[config.mk]
export PLATFORM = sky130hd
export DESIGN_NAME = mips_decode_stage_flat
export DESIGN_NICKNAME = d
export VERILOG_FILES = /design/src/rtl/mips_decode_stage_if.sv /design/src/rtl/mips_decode_stage.sv /design/src/flat_wrapper.sv
export SDC_FILE = /design/constraint.sdc
export NUM_CORES = 1
export LEC_CHECK = 0
export ABC_AREA = 1
export ABC_CLOCK_PERIOD_IN_PS = 6100
export CAP_MARGIN = 20
export CORE_MARGIN = 4
export CORE_UTILIZATION = 35
export CTS_CLUSTER_DIAMETER = 100
export DETAILED_ROUTE_END_ITERATION = 6
export PLACE_DENSITY = 0.56
export RECOVER_POWER = 50
export SYNTH_ARGS = -nofsm -noshare
export SYNTH_HDL_FRONTEND = slang
export SYNTH_SLANG_ARGS = --single-unit
export TNS_END_PERCENT = 10
[constraint.sdc]
create_clock -name clk -period 6.1 [get_ports clk]
set_clock_uncertainty 0.2 [all_clocks]
set_input_delay 1.22 -clock clk [delete_from_list [all_inputs] [get_ports clk]]
set_output_delay 1.22 -clock clk [all_outputs]
set_load 0.01 [all_outputs]
[src/rtl/mips_decode_stage_if.sv]
// Handshake and decoded-payload bundle for the MIPS decode stage.
// The slave side is the stage itself; the master side is upstream/downstream logic.
interface mips_decode_stage_if;
  logic        in_valid;
  logic        in_ready;
  logic [31:0] in_instr;
  logic [31:0] in_pc;
  logic        flush;
  logic        out_valid;
  logic        out_ready;
  logic [31:0] out_pc;
  logic [4:0]  out_op;
  logic [2:0]  out_class;
  logic [4:0]  out_rs;
  logic [4:0]  out_rt;
  logic [4:0]  out_rd;
  logic [4:0]  out_dst;
  logic [4:0]  out_shamt;
  logic [15:0] out_imm;
  logic [25:0] out_jidx;
  logic [1:0]  out_tuse_rs;
  logic [1:0]  out_tuse_rt;
  logic [1:0]  out_tnew;
  logic        out_illegal;

  modport master (
    output in_valid, in_instr, in_pc, flush, out_ready,
    input  in_ready, out_valid, out_pc, out_op, out_class, out_rs, out_rt,
           out_rd, out_dst, out_shamt, out_imm, out_jidx, out_tuse_rs,
           out_tuse_rt, out_tnew, out_illegal
  );

  modport slave (
    input  in_valid, in_instr, in_pc, flush, out_ready,
    output in_ready, out_valid, out_pc, out_op, out_class, out_rs, out_rt,
           out_rd, out_dst, out_shamt, out_imm, out_jidx, out_tuse_rs,
           out_tuse_rt, out_tnew, out_illegal
  );
endinterface

[src/rtl/mips_decode_stage.sv]
// Registered MIPS decode stage: opcode/class/field decode with hazard metadata,
// valid/ready output register with flush, and saturating per-class retire counters.
module mips_decode_stage #(
  parameter bit          EXT_EN = 1'b0,
  parameter int unsigned CNT_W  = 16
) (
  input  logic             clk,
  input  logic             reset,
  mips_decode_stage_if.slave bus,
  input  logic             cnt_clr,
  input  logic [2:0]       cnt_sel,
  output logic [CNT_W-1:0] cnt_value
);

  typedef enum logic [4:0] {
    OP_NOP   = 5'd0,  OP_ADDU  = 5'd1,  OP_SUBU  = 5'd2,  OP_ADD   = 5'd3,
    OP_SUB   = 5'd4,  OP_AND   = 5'd5,  OP_OR    = 5'd6,  OP_XOR   = 5'd7,
    OP_SLL   = 5'd8,  OP_SRL   = 5'd9,  OP_ORI   = 5'd10, OP_LW    = 5'd11,
    OP_SW    = 5'd12, OP_LUI   = 5'd13, OP_ADDI  = 5'd14, OP_ADDIU = 5'd15,
    OP_BEQ   = 5'd16, OP_BNE   = 5'd17, OP_J     = 5'd18, OP_JAL   = 5'd19,
    OP_JR    = 5'd20, OP_SLT   = 5'd21, OP_SLTU  = 5'd22, OP_ANDI  = 5'd23,
    OP_XORI  = 5'd24, OP_ILL   = 5'd31
  } op_e;

  typedef enum logic [2:0] {
    CL_R = 3'd0, CL_I = 3'd1, CL_B = 3'd2, CL_L = 3'd3,
    CL_S = 3'd4, CL_J = 3'd5, CL_ILL = 3'd7
  } class_e;

  localparam logic [1:0] TUSE_NONE = 2'd3;

  logic [5:0] opc;
  logic [5:0] funct;
  logic [4:0] f_rs, f_rt, f_rd;

  assign opc   = bus.in_instr[31:26];
  assign funct = bus.in_instr[5:0];
  assign f_rs  = bus.in_instr[25:21];
  assign f_rt  = bus.in_instr[20:16];
  assign f_rd  = bus.in_instr[15:11];

  op_e        d_op;
  class_e     d_class;
  logic [4:0] d_dst;
  logic [1:0] d_tuse_rs, d_tuse_rt, d_tnew;

  always_comb begin
    d_op = OP_ILL;
    case (opc)
      6'b000000: begin
        case (funct)
          6'b100001: d_op = OP_ADDU;
          6'b100011: d_op = OP_SUBU;
          6'b100000: d_op = OP_ADD;
          6'b100010: d_op = OP_SUB;
          6'b100100: d_op = OP_AND;
          6'b100101: d_op = OP_OR;
          6'b100110: d_op = OP_XOR;
          6'b000000: d_op = (bus.in_instr == '0) ? OP_NOP : OP_SLL;
          6'b000010: d_op = OP_SRL;
          6'b001000: d_op = OP_JR;
          6'b101010: d_op = EXT_EN ? OP_SLT  : OP_ILL;
          6'b101011: d_op = EXT_EN ? OP_SLTU : OP_ILL;
          default:   d_op = OP_ILL;
        endcase
      end
      6'b001101: d_op = OP_ORI;
      6'b100011: d_op = OP_LW;
      6'b101011: d_op = OP_SW;
      6'b001111: d_op = OP_LUI;
      6'b001000: d_op = OP_ADDI;
      6'b001001: d_op = OP_ADDIU;
      6'b000100: d_op = OP_BEQ;
      6'b000101: d_op = OP_BNE;
      6'b000010: d_op = OP_J;
      6'b000011: d_op = OP_JAL;
      6'b001100: d_op = EXT_EN ? OP_ANDI : OP_ILL;
      6'b001110: d_op = EXT_EN ? OP_XORI : OP_ILL;
      default:   d_op = OP_ILL;
    endcase
  end

  // Class, destination and hazard timing all follow from the decoded opcode.
  always_comb begin
    d_class   = CL_ILL;
    d_dst     = '0;
    d_tuse_rs = TUSE_NONE;
    d_tuse_rt = TUSE_NONE;
    d_tnew    = 2'd0;
    case (d_op)
      OP_NOP: d_class = CL_R;
      OP_ADDU, OP_SUBU, OP_ADD, OP_SUB, OP_AND, OP_OR, OP_XOR, OP_SLT, OP_SLTU: begin
        d_class   = CL_R;
        d_dst     = f_rd;
        d_tuse_rs = 2'd1;
        d_tuse_rt = 2'd1;
        d_tnew    = 2'd1;
      end
      OP_SLL, OP_SRL: begin
        d_class   = CL_R;
        d_dst     = f_rd;
        d_tuse_rt = 2'd1;
        d_tnew    = 2'd1;
      end
      OP_ORI, OP_ADDI, OP_ADDIU, OP_ANDI, OP_XORI: begin
        d_class   = CL_I;
        d_dst     = f_rt;
        d_tuse_rs = 2'd1;
        d_tnew    = 2'd1;
      end
      OP_LUI: begin
        d_class = CL_I;
        d_dst   = f_rt;
        d_tnew  = 2'd1;
      end
      OP_LW: begin
        d_class   = CL_L;
        d_dst     = f_rt;
        d_tuse_rs = 2'd1;
        d_tnew    = 2'd2;
      end
      OP_SW: begin
        d_class   = CL_S;
        d_tuse_rs = 2'd1;
        d_tuse_rt = 2'd2;
      end
      OP_BEQ, OP_BNE: begin
        d_class   = CL_B;
        d_tuse_rs = 2'd0;
        d_tuse_rt = 2'd0;
      end
      OP_J:  d_class = CL_J;
      OP_JAL: begin
        d_class = CL_J;
        d_dst   = 5'd31;
      end
      OP_JR: begin
        d_class   = CL_J;
        d_tuse_rs = 2'd0;
      end
      default: d_class = CL_ILL;
    endcase
  end

  logic        valid_q;
  logic [31:0] pc_q;
  logic [31:0] instr_q;
  logic [4:0]  op_q;
  logic [2:0]  class_q;
  logic [4:0]  dst_q;
  logic [1:0]  tuse_rs_q, tuse_rt_q, tnew_q;

  logic accept;
  logic retire;

  assign bus.in_ready = !bus.flush && (!valid_q || bus.out_ready);
  assign accept       = bus.in_valid && bus.in_ready;
  assign retire       = valid_q && bus.out_ready && !bus.flush;

  always_ff @(posedge clk or posedge reset) begin
    if (reset) begin
      valid_q   <= 1'b0;
      pc_q      <= '0;
      instr_q   <= '0;
      op_q      <= '0;
      class_q   <= '0;
      dst_q     <= '0;
      tuse_rs_q <= '0;
      tuse_rt_q <= '0;
      tnew_q    <= '0;
    end else if (bus.flush) begin
      valid_q <= 1'b0;
    end else if (accept) begin
      valid_q   <= 1'b1;
      pc_q      <= bus.in_pc;
      instr_q   <= bus.in_instr;
      op_q      <= d_op;
      class_q   <= d_class;
      dst_q     <= d_dst;
      tuse_rs_q <= d_tuse_rs;
      tuse_rt_q <= d_tuse_rt;
      tnew_q    <= d_tnew;
    end else if (bus.out_ready) begin
      valid_q <= 1'b0;
    end
  end

  assign bus.out_valid   = valid_q;
  assign bus.out_pc      = pc_q;
  assign bus.out_op      = op_q;
  assign bus.out_class   = class_q;
  assign bus.out_rs      = instr_q[25:21];
  assign bus.out_rt      = instr_q[20:16];
  assign bus.out_rd      = instr_q[15:11];
  assign bus.out_shamt   = instr_q[10:6];
  assign bus.out_imm     = instr_q[15:0];
  assign bus.out_jidx    = instr_q[25:0];
  assign bus.out_dst     = dst_q;
  assign bus.out_tuse_rs = tuse_rs_q;
  assign bus.out_tuse_rt = tuse_rt_q;
  assign bus.out_tnew    = tnew_q;
  assign bus.out_illegal = (op_q == OP_ILL);

  // Counter slots 0..5 are the legal classes; slot 6 holds illegal (class/select 7).
  logic [CNT_W-1:0] cnt_q [7];
  logic [2:0]       ret_idx;
  logic [2:0]       rd_idx;

  assign ret_idx = (class_q == CL_ILL) ? 3'd6 : class_q;
  assign rd_idx  = (cnt_sel == 3'd7) ? 3'd6 : cnt_sel;

  always_ff @(posedge clk or posedge reset) begin
    if (reset) begin
      for (int unsigned i = 0; i < 7; i++) cnt_q[i] <= '0;
    end else if (cnt_clr) begin
      for (int unsigned i = 0; i < 7; i++) cnt_q[i] <= '0;
    end else if (retire) begin
      for (int unsigned i = 0; i < 7; i++) begin
        if (3'(i) == ret_idx && cnt_q[i] != '1) cnt_q[i] <= cnt_q[i] + CNT_W'(1);
      end
    end
  end

  always_comb begin
    cnt_value = '0;
    if (cnt_sel != 3'd6) begin
      for (int unsigned i = 0; i < 7; i++) begin
        if (3'(i) == rd_idx) cnt_value = cnt_q[i];
      end
    end
  end

endmodule

[src/flat_wrapper.sv]
// flat-port wrapper written by rule: the top's interface ports become plain ports
module mips_decode_stage_flat 
#(
  parameter bit          EXT_EN = 1'b0,
  parameter int unsigned CNT_W  = 16
)
  (clk, reset, cnt_clr, cnt_sel, cnt_value, bus_in_valid, bus_in_instr, bus_in_pc, bus_flush, bus_out_ready, bus_in_ready, bus_out_valid, bus_out_pc, bus_out_op, bus_out_class, bus_out_rs, bus_out_rt, bus_out_rd, bus_out_dst, bus_out_shamt, bus_out_imm, bus_out_jidx, bus_out_tuse_rs, bus_out_tuse_rt, bus_out_tnew, bus_out_illegal);
  mips_decode_stage_if bus_i ();
  input  logic clk;
  input  logic reset;
  input  logic cnt_clr;
  input  logic [2:0] cnt_sel;
  output logic [CNT_W-1:0] cnt_value;
  input wire logic [$bits(bus_i.in_valid)-1:0] bus_in_valid;
  input wire logic [$bits(bus_i.in_instr)-1:0] bus_in_instr;
  input wire logic [$bits(bus_i.in_pc)-1:0] bus_in_pc;
  input wire logic [$bits(bus_i.flush)-1:0] bus_flush;
  input wire logic [$bits(bus_i.out_ready)-1:0] bus_out_ready;
  output wire logic [$bits(bus_i.in_ready)-1:0] bus_in_ready;
  output wire logic [$bits(bus_i.out_valid)-1:0] bus_out_valid;
  output wire logic [$bits(bus_i.out_pc)-1:0] bus_out_pc;
  output wire logic [$bits(bus_i.out_op)-1:0] bus_out_op;
  output wire logic [$bits(bus_i.out_class)-1:0] bus_out_class;
  output wire logic [$bits(bus_i.out_rs)-1:0] bus_out_rs;
  output wire logic [$bits(bus_i.out_rt)-1:0] bus_out_rt;
  output wire logic [$bits(bus_i.out_rd)-1:0] bus_out_rd;
  output wire logic [$bits(bus_i.out_dst)-1:0] bus_out_dst;
  output wire logic [$bits(bus_i.out_shamt)-1:0] bus_out_shamt;
  output wire logic [$bits(bus_i.out_imm)-1:0] bus_out_imm;
  output wire logic [$bits(bus_i.out_jidx)-1:0] bus_out_jidx;
  output wire logic [$bits(bus_i.out_tuse_rs)-1:0] bus_out_tuse_rs;
  output wire logic [$bits(bus_i.out_tuse_rt)-1:0] bus_out_tuse_rt;
  output wire logic [$bits(bus_i.out_tnew)-1:0] bus_out_tnew;
  output wire logic [$bits(bus_i.out_illegal)-1:0] bus_out_illegal;
  assign bus_i.in_valid = bus_in_valid;
  assign bus_i.in_instr = bus_in_instr;
  assign bus_i.in_pc = bus_in_pc;
  assign bus_i.flush = bus_flush;
  assign bus_i.out_ready = bus_out_ready;
  assign bus_in_ready = bus_i.in_ready;
  assign bus_out_valid = bus_i.out_valid;
  assign bus_out_pc = bus_i.out_pc;
  assign bus_out_op = bus_i.out_op;
  assign bus_out_class = bus_i.out_class;
  assign bus_out_rs = bus_i.out_rs;
  assign bus_out_rt = bus_i.out_rt;
  assign bus_out_rd = bus_i.out_rd;
  assign bus_out_dst = bus_i.out_dst;
  assign bus_out_shamt = bus_i.out_shamt;
  assign bus_out_imm = bus_i.out_imm;
  assign bus_out_jidx = bus_i.out_jidx;
  assign bus_out_tuse_rs = bus_i.out_tuse_rs;
  assign bus_out_tuse_rt = bus_i.out_tuse_rt;
  assign bus_out_tnew = bus_i.out_tnew;
  assign bus_out_illegal = bus_i.out_illegal;
  mips_decode_stage #(.EXT_EN(EXT_EN), .CNT_W(CNT_W)) u_core (.clk(clk), .reset(reset), .bus(bus_i), .cnt_clr(cnt_clr), .cnt_sel(cnt_sel), .cnt_value(cnt_value));
endmodule
# Word-level counts from Yosys, hierarchy flattened

Index checks and enable logic that the tools add are counted.

Add/sub/neg operators: 7
Bitwise operators: 1
Equal/unequal tests: 66
Reductions and logical operators: 46
Muxes and demuxes: 30

Operator list:

| operator              | count |
|---|---|
| $mux 16               | 15 |
| $mux 112              | 2 |
| $add 16x1->16 const B | 7 |
| $ne 16x16->1 const B  | 7 |
| $pmux 5 s11           | 1 |
| $eq 6x6->1 const B    | 9 |
| $eq 5x5->1 const B    | 10 |
| $pmux 5 s10           | 1 |
| $eq 5x4->1 const B    | 8 |
| $logic_not 32->1      | 1 |
| $eq 6x4->1 const B    | 5 |
| $eq 5x3->1 const B    | 4 |
| $eq 3x3->1 const A    | 6 |
| $eq 6x2->1 const B    | 3 |
| $pmux 3 s6            | 1 |
| $reduce_or 17->1      | 1 |
| $reduce_and 2->1      | 8 |
| $reduce_bool 2->1     | 8 |
| $reduce_or 16->1      | 1 |
| $pmux 5 s3            | 1 |
| $eq 2x3->1 const A    | 4 |
| $eq 6x3->1 const B    | 2 |
| $logic_not 6->1       | 2 |
| $reduce_or 12->1      | 1 |
| 22 further kinds      | 42 |

Register bits: 190
Output and inout port bits: 132
Logic and storage cells: 166
Input port bits: 73

# Logic depth before layout (Yosys ltp)

Gate-level depths: netlist of the first run.

Word-level depth: 11
Depth in mapped cells: 19
Depth with buffers taken out: 19

# Worst setup path after synthesis of the first run

Ideal clock, no wire load.

Path kind: in2out
Start: input port cnt_sel[0]
End: output port cnt_value[6]
Setup slack: 2.003 ns
Required time: 4.680 ns
Buffers on the path: 2
Cell stages on the path: 9
Data arrival time: 2.677 ns
Cell sequence: clkbuf_1 -> nor2_1 -> nand2_1 -> buf_2 -> o22ai_1 -> a221oi_1 -> o21ai_0 -> a211oi_1 -> a211oi_1

Cells in the longest elaborated chain, start to end: 11
Elaborated cells between the ends (all ways): 18
Classes of those cells: eq/ne (8); mux (9); reduce/logical (1)

Ends and longest elaborated chain:

| what                 | line                     | text |
|---|---|---|
| start, declared      | flat_wrapper.sv:12       | `input logic [2:0] cnt_sel;` |
| $eq 3x3->1           | mips_decode_stage.sv:210 | `assign rd_idx = (cnt_sel == 3'd7) ? 3'd6 : cnt_sel;` |
| $mux 3               | mips_decode_stage.sv:210 |  |
| $logic_not 3->1      | mips_decode_stage.sv:228 | `if (3'(i) == rd_idx) cnt_value = cnt_q[i];` |
| $mux 16 (7 in a row) | mips_decode_stage.sv:228 |  |
| $mux 16 *            | mips_decode_stage.sv:226 | `if (cnt_sel != 3'd6) begin` |
| end, declared        | flat_wrapper.sv:13       | `output logic [CNT_W-1:0] cnt_value;` |

Mark *: on every way between the ends. The rest lies on a longest branch, timed or not.

# Worst setup path after layout of the first run

Start: input port cnt_sel[0]
End: output port cnt_value[1]

Same word-level chain as after synthesis.

==> impl_metrics.env, run 1 <==
export IMPL_crit_type="input pin to output port"
export IMPL_die_height_um=182.0
export IMPL_vias=9945
export IMPL_setup_viol=0
export IMPL_hold_viol=0
export IMPL_min_path_cells=2
export IMPL_htree_num_levels=4
export IMPL_cts_resized=0
export IMPL_synth_cells=1415
export IMPL_synthArstFlopShare_pct=100.0
export IMPL_drv_cap=3
export IMPL_power_frac_comb_pct=17.7
export IMPL_dpl_cell_area_um2=12780
export IMPL_min_delay_start="u_core.bus.out_pc[13]"
export IMPL_drv_slew=195
export IMPL_diodes=0
export IMPL_final_area_um2=13370
export IMPL_numCtsBuffers=17
export IMPL_ys_dominant_reg_cell="dfrtp_1"
export IMPL_violations="max-capacitance violations, max-slew violations"
export IMPL_place_inst=1940
export IMPL_rr_startpoint="u_core.bus.out_valid"
export IMPL_tightest_slew_ns=1.879
export IMPL_syn2layout_area_growth_pct=26.15
export IMPL_hold_end="u_core.bus.out_pc[13]"
export IMPL_fin_setup_tns_ns=0
export IMPL_clk_pin_slew_worst_paths_ns=0.07
export IMPL_slew_headroom_pct=-25.94
export IMPL_drc=0
export IMPL_clockBufferDepth=2
export IMPL_finalCritPeriodShare_pct=89.48
export IMPL_io_pins=205
export IMPL_dieWidth_um=182.0
export IMPL_wirelength_um=33410
export IMPL_cts_root_buf="clkbuf_16"
export IMPL_cts_sinks=190
export IMPL_p_leak_nw=5.995
export IMPL_die_area_um2=33140
export IMPL_intPower_mw=2.235
export IMPL_status="finished with violations"
export IMPL_layout_drive_gt1_share_pct=5.436
export IMPL_core_area_um2=29800
export IMPL_rsz0062_at_grt="no"
export IMPL_antenna_left=0
export IMPL_port_buffers=204
export IMPL_fin_cells=1972
export IMPL_vdd_ir_drop_max_mv=0.2028
export IMPL_critPathLaunchType="input pin"
export IMPL_synth_cell_types=45
export IMPL_cts_setup_buffers=0
export IMPL_cp_required_ns=4.68
export IMPL_worstSkewPairLatency_ns=0.45
export IMPL_powerDensity_nw_per_um2=234.1
export IMPL_start_util_pct=35.58
export IMPL_grt_pass1_wl_um=53580
export IMPL_nets=1649
export IMPL_clock_fmax_ghz=0.1832
export IMPL_overflow=0
export IMPL_yosys_register_bits=190
export IMPL_firstDrtPassIters=5
export IMPL_grtUsageTotal_pct=20.25
export IMPL_synth_edff_count=0
export IMPL_critPathMaxFanout=15
export IMPL_holdBufCountCts=0
export IMPL_p_clk_share_pct=37.8
export IMPL_cp_data_arrival_time_ns=4.04
export IMPL_synth_warnings=0
export IMPL_gp_congestion=0.9302
export IMPL_p_seq_share_pct=44.4
export IMPL_grt_pass1_vias=9797
export IMPL_rrSetupSlack_ns=3.01
export IMPL_yosysSeqAreaShare_pct=44.85
export IMPL_synth_net_count=1495
export IMPL_netlist_area_um2=10600
export IMPL_grt_max_degree=121
export IMPL_dp_hpwl_um=25250
export IMPL_final_min_clock_period_ns=5.458
export IMPL_synth_area_per_cell_um2=7.492
export IMPL_swShare_pct=28.63
export IMPL_worstReg2RegEnd="u_core.cnt_q[78]"
export IMPL_cts_tree="built"
export IMPL_end_kind="output port"
export IMPL_multi_input_area_um2=4741
export IMPL_drt_iter0_markers=658
export IMPL_p_switching_mw=0.8966
export IMPL_antenna_found_initial=0
export IMPL_fill_cells=3035
export IMPL_worstRegToRegCells=9
export IMPL_hp_class="flip-flop to flip-flop"
export IMPL_row_count=63
export IMPL_wire_per_inst_um=16.94
export IMPL_final_seq_area_um2=4755
export IMPL_avgViaCountPerCell=5.043
==> synth_stat cells (3+ instances only) <==
master	instances	area share (%)
nand2_1	378	13
dfrtp_1	190	45
inv_1	173	6.1
nor2_1	130	4.6
o21ai_0	81	3.8
a21oi_1	77	3.6
nand3_1	72	3.4
nor3_1	44	2.1
buf_4	36	2.5
clkbuf_1	36	1.3
a211oi_1	30	2.1
a221oi_1	18	1.5
nand4_1	18	1.1
xor2_1	15	1.2
o22ai_1	10	0.59
nor2_2	9	0.53
nor3b_1	9	0.64
inv_2	8	0.28
o21a_1	8	0.57
ha_1	7	0.83
nand3_2	6	0.57
o221ai_1	6	0.50
a31oi_1	5	0.30
nor4_1	5	0.30
a2111oi_0	4	0.33
a21oi_2	4	0.33
buf_1	4	0.14
nand2_2	4	0.24
a41oi_1	3	0.25
nor2_4	3	0.32
o21ai_1	3	0.14
==> cells by family (layout without fill, tap and decap cells) <==
logic type	count (synthesis)	in the layout	share of synthesized area (%)
compound gates	254	254	14.45
buf+inv	259	426	10.46
xor+xnor	15	15	1.239
fa+ha+maj	7	7	0.8261
flops	190	190	44.85
simple gates	690	690	28.18
==> routing by layer <==
layer | share of wire [%] | global-route usage (%) | wire length, µm | up-vias
met3 | 8.1 | 6.631 | 2691 | 31
met1 | 45 | 27.22 | 14950 | 4691
met4 | 2.5 | 5.824 | 819 | 0
li1 | - | - | - | 4914
met2 | 45 | 31.34 | 14950 | 309
met5 | 0 | 0 | 0 | -
==> placed cells by master, fill, tap and decap left out, drive strengths merged, types with 10 or more instances in the layout <==
cell	synthesis	routed
clkbuf	36	20
nor3	46	46
inv	181	189
o22ai	10	10
nand3	79	79
nand4	18	18
a221oi	18	18
dfrtp	190	190
nand2	383	383
nor2	142	142
a21oi	81	81
dlygate4sd3	0	71
o21ai	86	86
clkdlybuf4s50	0	132
a211oi	30	30
xor2	15	15
==> sequential cells by signal, summed over array words and instances, names as in the netlist <==
register                count
u_core.bus.out_tnew         2
u_core.cnt_q              112
u_core.bus.out_pc          32
u_core.bus.out_op           5
u_core.bus.out_class        3
u_core.bus.out_dst          5
u_core.bus.out_tuse_rs      2
u_core.bus.out_valid        1
u_core.bus.out_tuse_rt      2
u_core.instr_q             26
==> cell type report <==
type | count | area share (%)
clock inverter | 14 | 1.300
timing repair buffer | 212 | 15.65
sequential | 190 | 35.55
inverter | 182 | 5.117
tap | 390 | 3.649
multi-input combinational | 966 | 35.45
clock buffer | 18 | 3.284
==> power groups by stage <==
stage,Combinational (mW),Clock (mW),Sequential [mW]
2_1_floorplan,0.250,0,1.44
3_3_place_gp,0.590,0,1.42
3_5_place_dp,0.590,0,1.42
4_1_cts,0.592,1.22,1.40
5_1_grt,0.611,1.27,1.40
6_report,0.555,1.18,1.39
==> critical path, stage by stage <==
cell             delay [ns]
clkdlybuf4s50_1        0.55
nor2_1                 0.41
nand2_1                0.44
o22ai_1                0.28
a221oi_1               0.09
o21ai_0                0.11
a211oi_1               0.07
a211oi_1               0.26
clkdlybuf4s50_1        0.60
==> worst max-delay path by stage <==
stage | start | endpoint | slack [ns] | depth (start not counted)
3_5_place_dp | cnt_sel[0] | cnt_value[1] | 0.71 | 9
4_1_cts | cnt_sel[0] | cnt_value[1] | 0.72 | 9
2_1_floorplan | cnt_sel[0] | cnt_value[6] | 2.00 | 9
3_3_place_gp | cnt_sel[0] | cnt_value[1] | 0.78 | 9
6_report | cnt_sel[0] | cnt_value[1] | 0.64 | 9
5_1_grt | cnt_sel[0] | cnt_value[1] | 0.42 | 9
==> metrics by stage <==
stage | setup WS, ns | power, mW | hold WS, ns | utilization (%)
5_1_grt | 0.4202 | 3.289 | 0.2888 | 44.89
2_1_floorplan | 2.003 | 1.692 | 0.2549 | -
3_3_place_gp | 0.7812 | 2.007 | 0.2609 | 42.91
3_5_place_dp | 0.7131 | 2.006 | 0.2642 | 42.91
4_1_cts | 0.7180 | 3.206 | 0.2841 | 44.97
6_report | 0.6415 | 3.132 | 0.2742 | 44.89
Power figures use the tool's default switching activity.
==> inputs of run 2 (changes only) <==
- ABC_CLOCK_PERIOD_IN_PS: 6100 -> 5150
- PLACE_DENSITY: 0.56 -> 0.54
- clock period: 6.1 -> 5.15 ns (I/O delays scaled with it)
==> run 2 against run 1 <==
Effect of this change: the run still ends with max-capacitance violations, max-slew violations left; flip-flop and latch count is the same; critical endpoint is now cnt_value[0]; die area unchanged; power up 19%; sequential power increased by 19%; register-to-register slack worse by 0.86 ns; utilization rose by 0.097 points; global-route usage is 0.14 points higher; highest routed layer unchanged; via count rose by 1.1%; setup slack worse by 0.39 ns; wire length rose by 0.25%.
==> impl_metrics.env, run 2 (synthesis results as in run 1) <==
export IMPL_wire_per_inst_um=16.97
export IMPL_drc=0
export IMPL_vdd_ir_drop_max_mv=0.2390
export IMPL_cts_setup_buffers=0
export IMPL_place_inst=1942
export IMPL_status="finished with violations"
export IMPL_nets=1651
export IMPL_numCtsBuffers=17
export IMPL_final_common_cell="nand2_1"
export IMPL_setup_viol=0
export IMPL_end_kind="output port"
export IMPL_largest_register="u_core.cnt_q"
export IMPL_largest_reg_flops=112
export IMPL_rsz0062_at_grt="no"
export IMPL_cts_sinks=190
export IMPL_io_pins=205
export IMPL_powerDensity_nw_per_um2=278.8
export IMPL_multi_input_area_um2=4742
export IMPL_worstReg2RegEnd="u_core.cnt_q[78]"
export IMPL_row_count=63
export IMPL_hp_class="flip-flop to flip-flop"
export IMPL_final_seq_area_um2=4755
export IMPL_finalCritPeriodShare_pct=95.07
export IMPL_drv_cap=2
export IMPL_clk_pin_slew_worst_paths_ns=0.07
export IMPL_violations="max-capacitance violations, max-slew violations"
export IMPL_worstSkewPairLatency_ns=0.46
export IMPL_min_delay_start="u_core.bus.out_pc[10]"
export IMPL_antenna_left=0
export IMPL_hold_viol=0
export IMPL_syn2layout_area_growth_pct=26.43
export IMPL_dieWidth_um=182.0
export IMPL_layout_drive_gt1_share_pct=5.619
export IMPL_fin_cells=1974
export IMPL_overflow=0
export IMPL_port_buffers=204
export IMPL_rrSetupSlack_ns=2.15
export IMPL_worstRegToRegCells=9
export IMPL_min_path_cells=2
export IMPL_antenna_found_initial=0
export IMPL_tightest_slew_ns=2.392
export IMPL_vias=10050
export IMPL_grt_pass1_vias=9822
export IMPL_drv_slew=173
export IMPL_diodes=0
export IMPL_grt_max_degree=96
export IMPL_cp_data_arrival_time_ns=3.67
export IMPL_critPathLaunchType="input pin"
export IMPL_grtUsageTotal_pct=20.39
export IMPL_fin_util_pct=44.98
export IMPL_wirelength_um=33500
export IMPL_drt_iter0_markers=712
export IMPL_die_area_um2=33140
export IMPL_fin_setup_tns_ns=0
export IMPL_worst_slack_ns=0.2538
export IMPL_final_min_clock_period_ns=4.896
export IMPL_firstDrtPassIters=5
export IMPL_cts_tree="built"
export IMPL_cts_root_buf="clkbuf_16"
export IMPL_pre_cts_ws_ns=0.1853
export IMPL_gp_congestion=0.9160
export IMPL_most_common_layout_cells="nand2_1, dfrtp_1, inv_1"
export IMPL_clock_fmax_ghz=0.2042
export IMPL_grt_pass1_wl_um=53920
export IMPL_cp_required_ns=3.92
export IMPL_critPathMaxFanout=13
export IMPL_htree_num_levels=4
export IMPL_slew_headroom_pct=-59.45
export IMPL_rr_startpoint="u_core.bus.out_valid"
export IMPL_hold_end="u_core.bus.out_pc[10]"
export IMPL_fill_cells=3011
export IMPL_avgViaCountPerCell=5.091
export IMPL_core_area_um2=29800
export IMPL_dp_hpwl_um=25280
export IMPL_clockBufferDepth=2
export IMPL_die_height_um=182.0
export IMPL_p_leak_nw=6.004
export IMPL_crit_type="input pin to output port"
export IMPL_start_util_pct=35.58
-- run 2: cell types whose count changed in the layout (fill, tap and decap cells not counted), moves of 2 or more --
cell	previous run	this run
clkdlybuf4s50_1	132	141
dlygate4sd3_1	71	62
buf_4	6	8
clkbuf_2	0	2
clkinv_2	2	0
clkinv_4	0	2
clkinv_8	1	3
nand2_1	377	375
nand2_2	4	6
-- run 2: where the power goes --
group	internal [mW]	switching, mW	total [mW]
clock	0.747	0.674	1.42
combinational	0.323	0.344	0.667
sequential	1.58	0.0692	1.65
-- run 2: layout make-up --
type / count / share of cell area (%)
flip-flops and latches: 190 / 35.47
multi-input cells: 966 / 35.38
repair buffers: 214 / 15.72
inverters: 182 / 5.106
clock buffers: 18 / 3.202
clock inverters: 14 / 1.475
well taps: 390 / 3.641
-- run 2: how the worst max path moves through the flow --
stage / startpoint / end / slack (ns)
floorplan: cnt_sel[0] / cnt_value[6] / 1.43
global placement: cnt_sel[2] / cnt_value[7] / 0.21
detailed placement: cnt_sel[2] / cnt_value[5] / 0.19
CTS: cnt_sel[2] / cnt_value[5] / 0.18
global route: cnt_sel[2] / cnt_value[4] / 0.08
finish: cnt_sel[2] / cnt_value[0] / 0.25
-- run 2: worst max-delay path, cell delays in order --
cell	delay, ns
clkdlybuf4s50_1	0.66
inv_1	0.16
nand2_1	0.11
nor2_1	0.05
buf_4	0.19
a221oi_1	0.42
o21ai_0	0.16
a211oi_1	0.25
a211oi_1	0.10
clkdlybuf4s50_1	0.52
-- run 2: routing by layer --
metal / wire length, µm / GRT usage [%] / share of wire, %
met1: 14980 / 27.47 / 45
met2: 14950 / 31.22 / 45
met3: 2840 / 7.171 / 8.5
met4: 728 / 5.674 / 2.2
met5: 0 / 0 / 0
-- run 2: per-stage QoR --
stage,power (mW),instance area (µm²),hold slack [ns]
2_1_floorplan,2.004,10610,0.2549
3_3_place_gp,2.384,12810,0.2611
6_report,3.737,13400,0.2756
4_1_cts,3.822,13440,0.2831
3_5_place_dp,2.382,12810,0.2636
5_1_grt,3.916,13400,0.2916
-- run 2: what timing repair did --
action	in CTS	in global routing
gates resized for setup	0	2
endpoints found under the setup margin	0	3
hold buffers	0	0
==> RTL change 1: new RTL, settings of run 2 <==
`CNT_W` is set to 16 in 2 places; all go to 32.
--- a/src/rtl/mips_decode_stage.sv
+++ b/src/rtl/mips_decode_stage.sv
@@ -3,5 +3,5 @@
 module mips_decode_stage #(
   parameter bit          EXT_EN = 1'b0,
-  parameter int unsigned CNT_W  = 16
+  parameter int unsigned CNT_W  = 32
 ) (
   input  logic             clk,
--- a/src/flat_wrapper.sv
+++ b/src/flat_wrapper.sv
@@ -3,5 +3,5 @@
 #(
   parameter bit          EXT_EN = 1'b0,
-  parameter int unsigned CNT_W  = 16
+  parameter int unsigned CNT_W  = 32
 )
   (clk, reset, cnt_clr, cnt_sel, cnt_value, bus_in_valid, bus_in_instr, bus_in_pc, bus_flush, bus_out_ready, bus_in_ready, bus_out_valid, bus_out_pc, bus_out_op, bus_out_class, bus_out_rs, bus_out_rt, bus_out_rd, bus_out_dst, bus_out_shamt, bus_out_imm, bus_out_jidx, bus_out_tuse_rs, bus_out_tuse_rt, bus_out_tnew, bus_out_illegal);
Ports: changed (resized cnt_value); port bits go from 205 to 221. The function was not compared with the original's and may differ.
==> RTL change 1 against run 2 <==
- the flow still finishes with violations (max-capacitance violations, max-slew violations)
- via count grew 79%
- non-clock buffer count grew 39
- design area up 66%
- combinational power is 24% higher
- largest cell class is now multi-input gates
- sequential cell count up 112
- synthesized cell count is 77% higher
- critical path type unchanged
- total power is 63% higher
- setup slack got worse by 55 ps
- routed wire length up 100%
- global-route usage grew 3.2 points
- synthesized area rose by 73%
==> RTL change 1: results (changes against run 2) <==
io_buffers: 220  # +7.8%
place_hpwl_mm: 51.78  # +100%
synth.net_count: 2584  # +73%
pre_cts_ws_ps: 184.3  # -1.006 ps
post-place-cells: 3323  # +71%
place_congestion: 0.9959  # +8.7%
maxSlewViolCount: 316  # +83%
antenna_left: 0  # unchanged
cts_inserted_buffers: 39  # +22
timing.final.crit_share_pct: 96.13  # +1.1 points
tightest_slew_ps: 2157  # -235.1 ps
antenna_found_initial: 1  # +1
design.final.nets: 2764  # +67%
path_max_fanout: 42  # +29
grt_max_degree: 76  # -21%
largest_reg_flops: 224  # +100%
dominantRegCellSynth: "dfrtp_1"
wl_per_cell_um: 19.94  # +18%
initialDrtViolationCount: 1676  # +140%
fill_cells: 5363  # +78%
ys_seq_area_share_pct: 41.32  # -3.5 points
cts_root_buf: "clkbuf_16"
ys_types: 62  # +38%
yosys_warnings: 0  # unchanged
synthTopCellsByArea: "dfrtp_1 41%, nand2_1 12%, inv_1 6.0%"
vias: 18020  # +79%
syn_inst: 2504  # +77%
r2r_slack_ps: 1270  # -880 ps
leakage_nw: 9.153  # +52%
cap_viol_max_count: 6  # +4
min_path_type: "register to register"
htreeDepth: 2  # -2
grt_pass1_vias: 17480  # +78%
cts_max_path_buffers: 3  # +1
final_layout_size_suffix_gt1_share_pct: 7.016  # +1.4 points
clkTransAtPathRegs_ps: 50  # -20 ps
async_flop_share_pct: 100.0  # unchanged
top_register: "u_core.cnt_q"
peakVddDrop_mv: 0.2047  # -14%
outcome: "finished, violations left"
groute.usage.overall_pct: 23.55  # +3.2 points
instances_no_fill: 3388  # +72%
synth_common_cells: "589 x nand2_1, 302 x dfrtp_1, 290 x inv_1"
grt_pass1_wl_mm: 104.5  # +94%
drt_pass1_iterations: 5  # unchanged
clk_latency_ps: 580  # +120 ps
violations: "max-capacitance violations, max-slew violations"
n_antenna_cell: 0  # unchanged
place_area_sq_mm: 0.02114  # +65%
[RTL change 1: area by class of cell]
type / count / area, sq um / share of cell area [%]
Sequential cell: 302 / 7557 / 33.89
Clock buffer: 55 / 1116 / 5.005
Clock inverter: 10 / 133.9 / 0.6003
Inverter: 307 / 1164 / 5.218
Tap cell: 680 / 850.8 / 3.815
Multi-Input combinational cell: 1781 / 8985 / 40.29
Timing Repair Buffer: 253 / 2494 / 11.18
[RTL change 1: power by group]
group	switching [W]	internal, W
combinational	0.000449	0.000376
sequential	0.0000690	0.00246
clock	0.00113	0.00162
total	0.00165	0.00445
[RTL change 1: routing by layer]
metal	vias to the layer above	GRT usage, %	part of all wire (%)
li1	8697	-	-
met1	8533	32.21	44
met2	650	36.19	43
met3	134	5.684	7.9
met4	2	9.041	4.2
met5	-	0	0.019
[RTL change 1: worst paths after layout]
check                                               endpoint                               from  cells past startpoint
min reg2reg                u_core.bus.out_pc[21]$_DFFE_PP0P_  u_core.bus.out_pc[21]$_DFFE_PP0P_                      2
min                        u_core.bus.out_pc[21]$_DFFE_PP0P_  u_core.bus.out_pc[21]$_DFFE_PP0P_                      2
max in group asynchronous      u_core.cnt_q[117]$_DFFE_PP0P_                              reset                      3
max reg2reg                     u_core.cnt_q[92]$_DFFE_PP0P_       u_core.cnt_q[65]$_DFFE_PP0P_                     14
max                                             cnt_value[8]                         cnt_sel[2]                     11
min in group asynchronous     u_core.instr_q[22]$_DFFE_PP0P_                              reset                      2
[RTL change 1: cell families (layout without fill, tap and decap cells)]
family,Yosys count,in the layout,share of synthesized area [%]
AND/OR/NAND/NOR,1235,1235,30.62
XOR/XNOR,49,49,2.347
buffers and inverters,421,625,9.578
AO/OA/AOI/OAI,490,490,15.65
flip-flops,302,302,41.32
adder cells (fa/ha/maj),7,7,0.4789
[RTL change 1: per-stage QoR]
step	setup TNS [ps]	hold WS, ps
detailed placement	0	267.9
global placement	0	262.0
global route	0	300.0
finish	0	269.1
floorplan	-28700	250.8
CTS	0	280.7
[RTL change 1: critical path, stage by stage]
cell and delay, ps:
clkdlybuf4s50_1 580, clkinv_1 220, nand3_1 170, buf_12 210, nor2_1 60, a2111oi_1 370, buf_4 190, a21oi_1 30
a211oi_1 230, nor2_1 110, clkdlybuf4s50_1 490
[RTL change 1: what timing repair did]
item	4_1_cts	5_1_grt
buffers inserted	0	0
setup endpoints to repair	0	1
resized for setup	0	1
==> RTL change 2: new RTL, flow settings as in run 2 <==
Without the edit above. Register the output `cnt_value`; this adds one clock of latency there. The other outputs are not delayed to match.
--- a/src/rtl/mips_decode_stage.sv
+++ b/src/rtl/mips_decode_stage.sv
@@ -29,4 +29,6 @@
 
   localparam logic [1:0] TUSE_NONE = 2'd3;
+
+  logic [CNT_W-1:0] cnt_value_d;
 
   logic [5:0] opc;
@@ -223,12 +225,16 @@
 
   always_comb begin
-    cnt_value = '0;
+    cnt_value_d = '0;
     if (cnt_sel != 3'd6) begin
       for (int unsigned i = 0; i < 7; i++) begin
-        if (3'(i) == rd_idx) cnt_value = cnt_q[i];
+        if (3'(i) == rd_idx) cnt_value_d = cnt_q[i];
       end
     end
   end
 
+  always_ff @(posedge clk) begin
+    cnt_value <= cnt_value_d;
+  end
+
 endmodule
 
Check against the original RTL: not equivalent (a bounded check fails within 4 cycles, from zero or initial values and one cycle with reset high).
==> RTL change 2 against run 2 <==
- design area grew 4.5%
- total power rose by 13%
- critical path depth stayed put
- die area up 3.5%
- sequential share of layout area up 0.77 points
- setup slack improved by 980 ps
- routed wire length down 1.2%
- maximum frequency increased by 25%
- critical path type is now primary input to register
- largest power group unchanged
- sequential cell count up 16
- synthesized area grew 3.6%
==> RTL change 2: results (changes against run 2) <==
final-seq-area_sq_mm: 0.005075  # +6.7%
wl_per_cell_um: 16.29  # -4.0%
cts_inserted_buffers: 25  # +8
synth.net_count: 1531  # +2.4%
synthTopCellsByArea: "dfrtp_1 43%, nand2_1 13%, inv_1 6.4%"
grt_pass1_wl_mm: 53.43  # -0.90%
wl_met2_mm: 14.61  # -2.3%
place_congestion: 0.8793  # -4.0%
slowest_delay_ps: 940  # +280 ps
cp-startpoint: "bus_out_ready"
cp_slowest_cell: "inv_2"
avgSynthCellArea_sq_um: 7.573  # +1.1%
ys_seq_area_share_pct: 46.19  # +1.3 points
htreeDepth: 1  # -3
synth_common_cells: "382 x nand2_1, 190 x dfrtp_1, 187 x inv_1"
intPower_w: 0.003081  # +16%
tightest_slew_ps: 1462  # -930.1 ps
cp.arrival_ps: 4180  # +510 ps
clk_latency_ps: 530  # +70 ps
period_minus_slack_ps: 3920  # -976.1 ps
initialDrtViolationCount: 488  # -31%
cts_max_path_buffers: 3  # +1
met3WireLength_mm: 2.530  # -11%
outcome: "finished clean"
crit_end: "u_core.bus.out_pc[2]$_DFFE_PP0P_"
final_layout_size_suffix_gt1_share_pct: 6.112  # +0.49 points
r2r_slack_ps: 1900  # -250 ps
min_from: "u_core.cnt_q[3]$_DFFE_PP0P_"
post-place-cells: 1986  # +2.3%
place_area_sq_mm: 0.01320  # +3.1%
ys_types: 41  # -8.9%
-- RTL change 2: power groups by stage --
stage	clock network [W]	registers (W)	logic (W)
global route	0.00187	0.00180	0.000735
finish	0.00175	0.00179	0.000665
detailed placement	0	0.00181	0.000687
floorplan	0	0.00184	0.000293
CTS	0.00181	0.00179	0.000690
global placement	0	0.00182	0.000687
-- RTL change 2: final cells by class --
class                   count  share of cell area (%)
clock buffers              37                   5.290
clock inverters             9                  0.5719
inverters                 196                   5.264
multi-input cells         976                   33.93
flip-flops and latches    206                   36.25
well taps                 396                   3.539
repair buffers            212                   15.16
-- RTL change 2: per-stage QoR --
stage          power (W)  worst slack (ps)
2_1_floorplan   0.002128              1472
3_3_place_gp    0.002503              1339
3_5_place_dp    0.002502              1238
4_1_cts         0.004290              1506
5_1_grt         0.004406             827.6
6_report        0.004206              1230
-- RTL change 2: cells by family (layout without fill, tap and decap cells) --
group / after synthesis / in the layout / synth area share (%)
compound gates: 250 / 250 / 13.29
fa+ha+maj: 7 / 7 / 0.7970
xor+xnor: 15 / 15 / 1.196
flops: 206 / 206 / 46.19
simple gates: 704 / 704 / 28.08
buf+inv: 269 / 454 / 10.45
-- RTL change 2: how the worst min path moves through the flow --
stage	endpoint	slack (ps)	depth (start not counted)
detailed placement	u_core.cnt_q[3]$_DFFE_PP0P_	260	1
floorplan	u_core.cnt_q[3]$_DFFE_PP0P_	230	1
CTS	u_core.cnt_q[3]$_DFFE_PP0P_	270	1
global placement	u_core.cnt_q[3]$_DFFE_PP0P_	250	1
global route	u_core.bus.out_pc[1]$_DFFE_PP0P_	300	2
finish	u_core.cnt_q[3]$_DFFE_PP0P_	260	1
-- RTL change 2: metal layers --
layer / global-route usage [%] / vias up
li1: - / 5027
met1: 26.46 / 4681
met2: 30.16 / 340
met3: 5.283 / 50
met4: 5.079 / 0
met5: 0 / -
